--- src/rtl/door_ctrl_fsm.sv ---
// Elevator door controller: open/dwell/close sequencing with limit switches, motion timeout,
// reopen limiting with forced nudge close (enabled by DOOR_NUDGE_EN), and a latched fault state.
module door_ctrl_fsm #(
  parameter int unsigned TICK_DIV    = 100000000,
  parameter int unsigned DWELL_S     = 15,
  parameter int unsigned MOTION_TO_S = 10,
  parameter int unsigned MAX_REOPEN  = 3
) (
  input  logic       clk,
  input  logic       reset,
  input  logic       door_req,
  input  logic       open_btn,
  input  logic       close_btn,
  input  logic       door_sensor,
  input  logic       open_lim,
  input  logic       closed_lim,
  output logic       motor_open,
  output logic       motor_close,
  output logic       nudge,
  output logic       door_closed,
  output logic       fault,
  output logic [2:0] state
);

  typedef enum logic [2:0] {
    S_CLOSED  = 3'd0,
    S_OPENING = 3'd1,
    S_OPEN    = 3'd2,
    S_CLOSING = 3'd3,
    S_NUDGE   = 3'd4,
    S_FAULT   = 3'd5
  } state_t;

  localparam int unsigned PW         = $clog2(TICK_DIV);
  localparam logic [PW-1:0] PRESC_MAX = PW'(TICK_DIV - 1);
  localparam logic [7:0] DWELL_LD    = 8'(DWELL_S);
  localparam logic [7:0] MOTION_LAST = 8'(MOTION_TO_S - 1);
  localparam logic [3:0] REOPEN_LIM  = 4'(MAX_REOPEN);

  state_t        cur, nxt;
  logic [PW-1:0] presc;
  logic [7:0]    dwell;
  logic [7:0]    motion_tmr;
  logic [3:0]    reopen_cnt;
  logic          req_q;
  logic          tick;
  logic          motion_to;
  logic          load_dwell;
  logic          reopen;
  logic          nudge_sel;

  assign tick      = (presc == PRESC_MAX);
  // Timeout fires on the tick that would bring the timer up to MOTION_TO_S.
  assign motion_to = tick && (motion_tmr == MOTION_LAST);

`ifdef DOOR_NUDGE_EN
  assign nudge_sel = (reopen_cnt >= REOPEN_LIM);
`else
  assign nudge_sel = 1'b0;
`endif

  always_comb begin
    nxt        = cur;
    load_dwell = 1'b0;
    reopen     = 1'b0;
    case (cur)
      S_CLOSED: begin
        if (door_req && ((door_req && !req_q) || open_btn)) nxt = S_OPENING;
      end
      S_OPENING: begin
        if (open_lim) begin
          nxt        = S_OPEN;
          load_dwell = 1'b1;
        end else if (motion_to) begin
          nxt = S_FAULT;
        end
      end
      S_OPEN: begin
        if (door_sensor || open_btn)       load_dwell = 1'b1;
        else if (close_btn)                nxt = S_CLOSING;
        else if (tick && (dwell <= 8'd1))  nxt = S_CLOSING;
      end
      S_CLOSING: begin
        if (door_sensor || open_btn) begin
          reopen = 1'b1;
          nxt    = nudge_sel ? S_NUDGE : S_OPENING;
        end else if (closed_lim) begin
          nxt = S_CLOSED;
        end else if (motion_to) begin
          nxt = S_FAULT;
        end
      end
      S_NUDGE: begin
        if (closed_lim)     nxt = S_CLOSED;
        else if (motion_to) nxt = S_FAULT;
      end
      S_FAULT: nxt = S_FAULT;
      default: nxt = S_FAULT;
    endcase
  end

  always_ff @(posedge clk or posedge reset) begin
    if (reset) begin
      cur   <= S_CLOSED;
      req_q <= 1'b0;
    end else begin
      cur   <= nxt;
      req_q <= door_req;
    end
  end

  always_ff @(posedge clk or posedge reset) begin
    if (reset) begin
      presc <= '0;
    end else if ((nxt != cur) || load_dwell || tick) begin
      presc <= '0;
    end else begin
      presc <= presc + 1'b1;
    end
  end

  always_ff @(posedge clk or posedge reset) begin
    if (reset) begin
      dwell <= 8'd0;
    end else if (load_dwell) begin
      dwell <= DWELL_LD;
    end else if ((cur == S_OPEN) && tick && (dwell != 8'd0)) begin
      dwell <= dwell - 8'd1;
    end
  end

  always_ff @(posedge clk or posedge reset) begin
    if (reset) begin
      motion_tmr <= 8'd0;
    end else if (nxt != cur) begin
      motion_tmr <= 8'd0;
    end else if (tick && (motion_tmr != 8'hFF) &&
                 ((cur == S_OPENING) || (cur == S_CLOSING) || (cur == S_NUDGE))) begin
      motion_tmr <= motion_tmr + 8'd1;
    end
  end

  // Saturates just past the limit; only the comparison against MAX_REOPEN matters.
  always_ff @(posedge clk or posedge reset) begin
    if (reset) begin
      reopen_cnt <= 4'd0;
    end else if ((nxt == S_CLOSED) && (cur != S_CLOSED)) begin
      reopen_cnt <= 4'd0;
    end else if (reopen && (reopen_cnt != 4'hF) && (reopen_cnt <= REOPEN_LIM)) begin
      reopen_cnt <= reopen_cnt + 4'd1;
    end
  end

  assign motor_open  = (cur == S_OPENING);
  assign motor_close = (cur == S_CLOSING) || (cur == S_NUDGE);
  assign fault       = (cur == S_FAULT);
  assign door_closed = (cur == S_CLOSED) && closed_lim;
  assign state       = cur;

`ifdef DOOR_NUDGE_EN
  assign nudge = (cur == S_NUDGE);
`else
  assign nudge = 1'b0;
`endif

endmodule

--- config.mk ---
export PLATFORM = sky130hd
export DESIGN_NAME = door_ctrl_fsm
export DESIGN_NICKNAME = d
export VERILOG_FILES = /design/src/rtl/door_ctrl_fsm.sv
export SDC_FILE = /design/constraint.sdc
export NUM_CORES = 1
export LEC_CHECK = 0
export CAP_MARGIN = 20
export CORE_ASPECT_RATIO = 1.4
export CORE_MARGIN = 3
export CORE_UTILIZATION = 50
export CTS_BUF_LIST = sky130_fd_sc_hd__clkbuf_4
export DETAILED_ROUTE_END_ITERATION = 7
export DONT_BUFFER_PORTS = 1
export PLACE_DENSITY_LB_ADDON = 0.05
export SYNTH_ARGS = -nofsm -noshare
export SYNTH_HDL_FRONTEND = slang
export SYNTH_SLANG_ARGS = --single-unit
--- constraint.sdc ---
create_clock -name clk -period 2.48 [get_ports clk]
set_input_delay 0.496 -clock clk [delete_from_list [all_inputs] [get_ports clk]]
set_output_delay 0.496 -clock clk [all_outputs]
set_load 0.005 [all_outputs]
# Word level (Yosys, flattened, before mapping)
# Cells that the tools add are included.
[totals]
register_bits = 47
latchBits = 0
ramBits = 0
mem_bits_ro = 0
input_bits = 8
memories = 0
[classes]
add_sub_neg = 3
n_mul = 0
div_mod_pow = 0
order_cmp = 1
eq_ne = 9
shift = 0
mux = 17
n_bitwise = 0
reduce_logical = 21
[op_table]
columns = ["op", "n"]
rows = [
  ["8-bit 2-to-1 mux", 4],
  ["27-bit by 1-bit adder with 27-bit output (second input constant)", 1],
  ["27-bit == test (second input constant)", 1],
  ["27-bit 2-to-1 mux", 1],
  ["3-bit 2-to-1 mux", 8],
  ["3-bit case mux with 5 select lines", 1],
  ["1-bit logical AND", 9],
  ["8-bit by 1-bit adder with 8-bit output (second input constant)", 1],
  ["8-bit by 4-bit == test with 1-bit output (second input constant)", 1],
  ["8-bit by 1-bit <= comparator with 1-bit output (second input constant)", 1],
  ["8-bit != test (second input constant)", 1],
  ["8-bit nonzero test", 1],
  ["8-bit by 1-bit subtractor with 8-bit output (second input constant)", 1],
  ["1-bit logical OR", 7],
  ["3-bit by 2-bit == test with 1-bit output (second input constant)", 2],
  ["3-bit == test (second input constant)", 2],
  ["2-bit nonzero test", 2],
  ["3-bit by 1-bit == test with 1-bit output (second input constant)", 1],
  ["3-bit zero test", 1],
  ["3-bit != test", 1],
  ["1-bit 2-to-1 mux", 2],
  ["1-bit case mux with 2 select lines", 1],
  ["1-bit zero test", 1],
]

# Logic depth before layout (Yosys ltp)
# Gate-level depths: netlist of run 1.
[logic_depth]
word_depth = 10
ltp_mapped = 9

# Worst setup path after synthesis of run 1
# Ideal clock, no wire load.
[synth_timing]
kind = "reg-to-reg"
start = "register motion_tmr[1]"
end = "register presc[10]"
setup_ps = 126
t_arrival_ps = 2063
required_time_ps = 2354
setup_slack_ps = 291
path_stages_with_launch = 9
n_path_buf = 1
path_cell_list = "dfrtp_1 inv_1 ha_1 or4b_2 nor4b_2 a32oi_1 o211ai_2 buf_2 nor3_1"
[synth_between]
elab_chain_len = 10
elab_cells_between_ends = 11
[synth_rtl]
columns = ["item", "line_no", "text"]
rows = [
  ["from (decl)", "43", "logic [7:0] motion_tmr;"],
  ["from (signal assigned)", "139", "motion_tmr <= motion_tmr + 8'd1;"],
  ["8-bit by 4-bit == test with 1-bit output (*)", "54", "assign motion_to = tick && (motion_tmr == MOTION_LAST);"],
  ["1-bit logical AND (*)", "54", ""],
  ["3-bit 2-to-1 mux (*)", "74, 89, 95", ""],
  ["3-bit 2-to-1 mux", "87", "end else if (closed_lim) begin"],
  ["3-bit 2-to-1 mux", "84", "if (door_sensor || open_btn) begin"],
  ["3-bit case mux with 5 select lines (*)", "66", "case (cur)"],
  ["3-bit != test (*)", "115", "end else if ((nxt != cur) || load_dwell || tick) begin"],
  ["1-bit logical OR (*) (2 in a row)", "115", ""],
  ["27-bit 2-to-1 mux (*)", "115", ""],
  ["to (signal assigned)", "118", "presc <= presc + 1'b1;"],
  ["to (decl)", "41", "logic [PW-1:0] presc;"],
]
# Mark *: on every way between the ends. The rest lies on a longest branch, timed or not.
# A chain may end at the register's enable or synchronous reset.

# Worst setup path in the final report of run 1
[layout_timing]
start = "register cur[2] (netlist: state[2])"
end = "register dwell[1]"
[layout_between]
elab_chain_len = 4
elab_cells_between_ends = 7
[layout_rtl]
columns = ["item", "line_no", "text"]
rows = [
  ["from (decl)", "40", "state_t cur, nxt;"],
  ["from (signal assigned)", "107", "cur <= nxt;"],
  ["branches (longest 4 deep; another with 8-bit 2-to-1 mux)", "--", ""],
  ["to (signal assigned)", "128", "dwell <= dwell - 8'd1;"],
  ["to (decl)", "42", "logic [7:0] dwell;"],
]
# Parallel ways; which one is timed is not known.

==> reports/qor.log, run 1 <==
qor: yosys.ys_ff_latch 47
qor: timing.max-slew-margin-rel 0.532
qor: routing.post_drt_wl_per_cell 16.5 um
qor: power_and_ir_drop.peakVddDrop 0.405 mV
qor: run.max-cap-violations 0
qor: placement.port-buffer-count 0
qor: die.die_area 6590 um2
qor: timing.hold_viol_final 0
qor: die.die-height 94.9 um
qor: yosys.synth.area.mux_share 0.00754
qor: timing.totalNegativeSetupSlack 0 ns
qor: final_layout.nNetsFinal 334
qor: clock_tree.cts_buffers 5
qor: power_and_ir_drop.power.clock.fraction 0.235
qor: die.floorplan.die.width 69.5 um
qor: routing.total_via_count_after_detailed_routing 2335
qor: die.io-pin-count 16
qor: critical_path.critPathCapture dwell[1]$_DFFE_PP0P_
qor: power_and_ir_drop.power.switching_fraction 0.363
qor: yosys.synth_cell_types 50
qor: yosys.ys_seq_area_frac 0.417
qor: yosys.post_synth_instance_area 2820 um2
qor: clock_tree.post_cts_hold_buffer_count 0
qor: routing.detail_route.vias_per_cell 6.02
qor: yosys.post_synth_and_or_nand_nor_area_fraction 0.310
qor: placement.gpl.final_weighted_congestion 0.813
qor: yosys.ys_dominant_reg_cell sky130_fd_sc_hd__dfrtp_1
qor: global_routing.grt_first_pass_wirelength 10.7 mm
qor: routing.remaining_drc_errors 0
qor: yosys.synth.yosys.warnings 0
qor: status.run_status finished, final reports clean
qor: global_routing.grt_max_degree 32
qor: timing.timing.hold.ws 0.0901 ns
qor: critical_path.crit_path_max_fanout 14
qor: yosys.syn_nets 327
qor: routing.route.antenna.remaining_nets 0
qor: yosys.synthXorXnorAreaFrac 0.0901
qor: final_layout.fillCellCount 501
qor: timing.drv_slew 0
qor: power_and_ir_drop.combinationalPowerShare 0.334
qor: yosys.synthCells 314
qor: yosys.synth_fa_ha_area_frac 0.0222
qor: power_and_ir_drop.fin_total_pwr 1.96 mW
qor: timing.period_minus_slack 2.29 ns
qor: timing.fmax 437 MHz
qor: critical_path.setup.worst_path.start state[2]$_DFF_PP0_
qor: global_routing.grt.total_usage 0.203
qor: critical_path.worst_ep_required_time 2.75 ns
qor: critical_path.reg2reg_slack 0.19 ns
qor: clock_tree.clkLatencyLatePin 0.36 ns
qor: critical_path.worst_ep_arrival_time 2.56 ns
qor: global_routing.first_global_vias 2297
qor: timing.grt_setup_unrepaired no
qor: clock_tree.clock_sinks 47
qor: die.coreArea 5310 um2
qor: yosys.async_flop_share 1.00
qor: power_and_ir_drop.seq_power_share 0.432
qor: die.floorplan.rows 31
qor: clock_tree.cts.reportedPaths.clkPinSlew 0.14 ns
qor: timing.timing.final.ws_setup 0.189 ns
qor: critical_path.timing_worst_setup_path_type flop to flop
qor: power_and_ir_drop.p_sw 713 uW
qor: yosys.synth_area_leaders sky130_fd_sc_hd__dfrtp_1, sky130_fd_sc_hd__xnor2_1, sky130_fd_sc_hd__nor3_1
qor: critical_path.reg2regPathDepth 6
qor: yosys.postSynthAreaPerCell 8.98 um2
qor: critical_path.timing.rr.end dwell[1]$_DFFE_PP0P_
qor: timing.final_setup_viols 0
qor: final_layout.multi_input_comb_area 1530 um2
qor: placement.detailedPlacementHpwl 4.60 mm
qor: timing.tightest_slew 0.701 ns
qor: routing.count_of_tritonroute_iterations_in_the_first_routing_pass 4
qor: clock_tree.cts.repair_timing.setup_buffer_count 0
qor: final_layout.drive_gt1_frac 0.118
qor: final_layout.antenna-diode-count 0
qor: yosys.largest_family_of_logic_cells_by_synthesized_area simple AND/OR/NAND/NOR gates
qor: yosys.synth_top_cell_area_share 0.417
qor: yosys.synth-compound-area-share 0.108
qor: yosys.synth_enable_flop_cells 0
qor: clock_tree.post_cts.resized_instances 0
qor: clock_tree.tritoncts done
qor: global_routing.initial_antenna_violation_count 0
qor: power_and_ir_drop.power.density 647 nW/um2
qor: min_path.timing.hold.worst.class input pin to async pin
qor: die.initial_utilization 0.531
qor: timing.final_clock_period_utilization_by_the_worst_path 0.924
qor: clock_tree.cts.root.buffer_cell sky130_fd_sc_hd__clkbuf_4
qor: power_and_ir_drop.leakage_power 1.16 nW
qor: critical_path.critical_path.startpoint_type flop
qor: clock_tree.clock_tree.buffer_depth 2
qor: power_and_ir_drop.internal-power 1.25 mW
qor: timing.worst_clock_skew 0.0121 ns
qor: final_layout.ff_latch_area 1180 um2
qor: routing.routed_wl 6.40 mm
qor: routing.drt_iter0_drc 99
qor: placement.worst_slack_at_placement 0.119 ns
qor: clock_tree.clock_tree.htree_level_count 2
qor: critical_path.worstSetupEndpointType flop
qor: critical_path.critical_path.reg2reg.startpoint state[2]$_DFF_PP0_
qor: final_layout.area.growth.synth_to_final 7.59%
qor: global_routing.global_route.overflow_total 0
qor: final_layout.fin_util 0.571
qor: yosys.synth.largest_area_cell sky130_fd_sc_hd__dfrtp_1
[power groups by stage]
stage	combinational (mW)	clock, mW	sequential [mW]
2_1_floorplan	0.458	0	0.851
3_3_place_gp	0.654	0	0.860
3_5_place_dp	0.659	0	0.862
4_1_cts	0.663	0.472	0.848
5_1_grt	0.725	0.501	0.856
6_report	0.655	0.461	0.848
[cells by family after synthesis]
kind of cell,after synthesis
mux,2
simple gates,155
flops,47
compound gates,46
other cells,1
fa+ha+maj,5
xor+xnor,29
buf+inv,29
[synthesized netlist by cell type (all sizes together), types with 4 or more instances]
cell type and count:
a21oi 13, and3 5, and4 5, buf 9
clkbuf 8, dfrtp 47, ha 5, inv 12
nand2 22, nand3 14, nand4 11, nor2 25
nor3 28, nor4 8, o21ai 9, o31ai 4
or2 4, or3 4, or4 6, xnor2 21
xor2 8
[worst max-delay path, stage by stage, from the launching register on]
cell	delay, ns
sky130_fd_sc_hd__dfrtp_1	0.45
sky130_fd_sc_hd__buf_4	0.20
sky130_fd_sc_hd__nor3b_2	0.26
sky130_fd_sc_hd__o41a_1	0.25
sky130_fd_sc_hd__nor3b_1	0.61
sky130_fd_sc_hd__mux2i_1	0.15
sky130_fd_sc_hd__or2_2	0.29
[cells in the final DEF, fill, tap and decap left out, types with 2 or more instances in the layout]
cell | synthesis | layout
sky130_fd_sc_hd__dfrtp_1 | 47 | 47
sky130_fd_sc_hd__nor3_1 | 28 | 28
sky130_fd_sc_hd__nor2_1 | 25 | 25
sky130_fd_sc_hd__nand2_1 | 22 | 21
sky130_fd_sc_hd__xnor2_1 | 21 | 21
sky130_fd_sc_hd__buf_4 | 2 | 17
sky130_fd_sc_hd__nand3_1 | 14 | 14
sky130_fd_sc_hd__a21oi_1 | 13 | 13
sky130_fd_sc_hd__inv_1 | 12 | 11
sky130_fd_sc_hd__nand4_1 | 10 | 10
sky130_fd_sc_hd__o21ai_0 | 9 | 9
sky130_fd_sc_hd__nor4_1 | 8 | 8
sky130_fd_sc_hd__xor2_1 | 8 | 8
sky130_fd_sc_hd__or4_1 | 6 | 6
sky130_fd_sc_hd__and4_1 | 5 | 5
sky130_fd_sc_hd__and3_1 | 5 | 5
sky130_fd_sc_hd__ha_1 | 5 | 5
sky130_fd_sc_hd__clkbuf_4 | 0 | 5
sky130_fd_sc_hd__or2_2 | 4 | 4
sky130_fd_sc_hd__o31ai_1 | 4 | 4
sky130_fd_sc_hd__and3b_1 | 3 | 3
sky130_fd_sc_hd__nor4bb_1 | 3 | 3
sky130_fd_sc_hd__nor2b_1 | 3 | 3
sky130_fd_sc_hd__o22ai_1 | 3 | 3
sky130_fd_sc_hd__or3_1 | 4 | 3
sky130_fd_sc_hd__nand2b_1 | 3 | 3
sky130_fd_sc_hd__a32oi_1 | 3 | 3
sky130_fd_sc_hd__and2_1 | 3 | 3
sky130_fd_sc_hd__a31oi_1 | 3 | 3
sky130_fd_sc_hd__nor3b_1 | 2 | 2
sky130_fd_sc_hd__nor4b_1 | 2 | 2
sky130_fd_sc_hd__a211oi_1 | 2 | 2
[flip-flops by register name, summed over array words and instances, names as in the netlist]
name and flops:
req_q 1, dwell 8, motion_tmr 8, presc 27, state 3
[stage by stage]
stage,cells,cell area (um2)
6_report,388,3030
5_1_grt,388,3030
4_1_cts,388,3030
3_5_place_dp,380,2950
3_3_place_gp,380,2950
2_1_floorplan,314,2820
[layer usage]
metal	vias to the layer above	track usage	part of all wire	wire length (um)
met2	28	0.392	0.53	3420
met1	1142	0.222	0.42	2690
li1	1152	-	-	-
met4	0	0.0684	0.019	120
met5	-	0	0	0
met3	13	0.0362	0.026	166
[cell type report]
cell class                 count  area share
clock buffer                   5      0.0124
inverter                      12      0.0148
multi-input combinational    238       0.503
clock inverter                 3      0.0128
tap                           66      0.0272
timing repair buffer          17      0.0421
sequential                    47       0.388
[how the worst min path moves through the flow]
stage	end	slack, ns	start
3_5_place_dp	presc[0]$_DFF_PP0_	0.50	presc[0]$_DFF_PP0_
5_1_grt	motion_tmr[0]$_DFFE_PP0P_	0.11	reset
2_1_floorplan	presc[0]$_DFF_PP0_	0.46	presc[0]$_DFF_PP0_
6_report	motion_tmr[0]$_DFFE_PP0P_	0.09	reset
4_1_cts	motion_tmr[0]$_DFFE_PP0P_	0.11	reset
3_3_place_gp	presc[0]$_DFF_PP0_	0.47	presc[0]$_DFF_PP0_
Power figures use the tool's default switching activity.
==> inputs of run 2 (changes only) <==
CTS_CLUSTER_DIAMETER = 80   (was default)
==> results of run 2 <==
Final layout, timing and power as in run 1 (identical DEF).
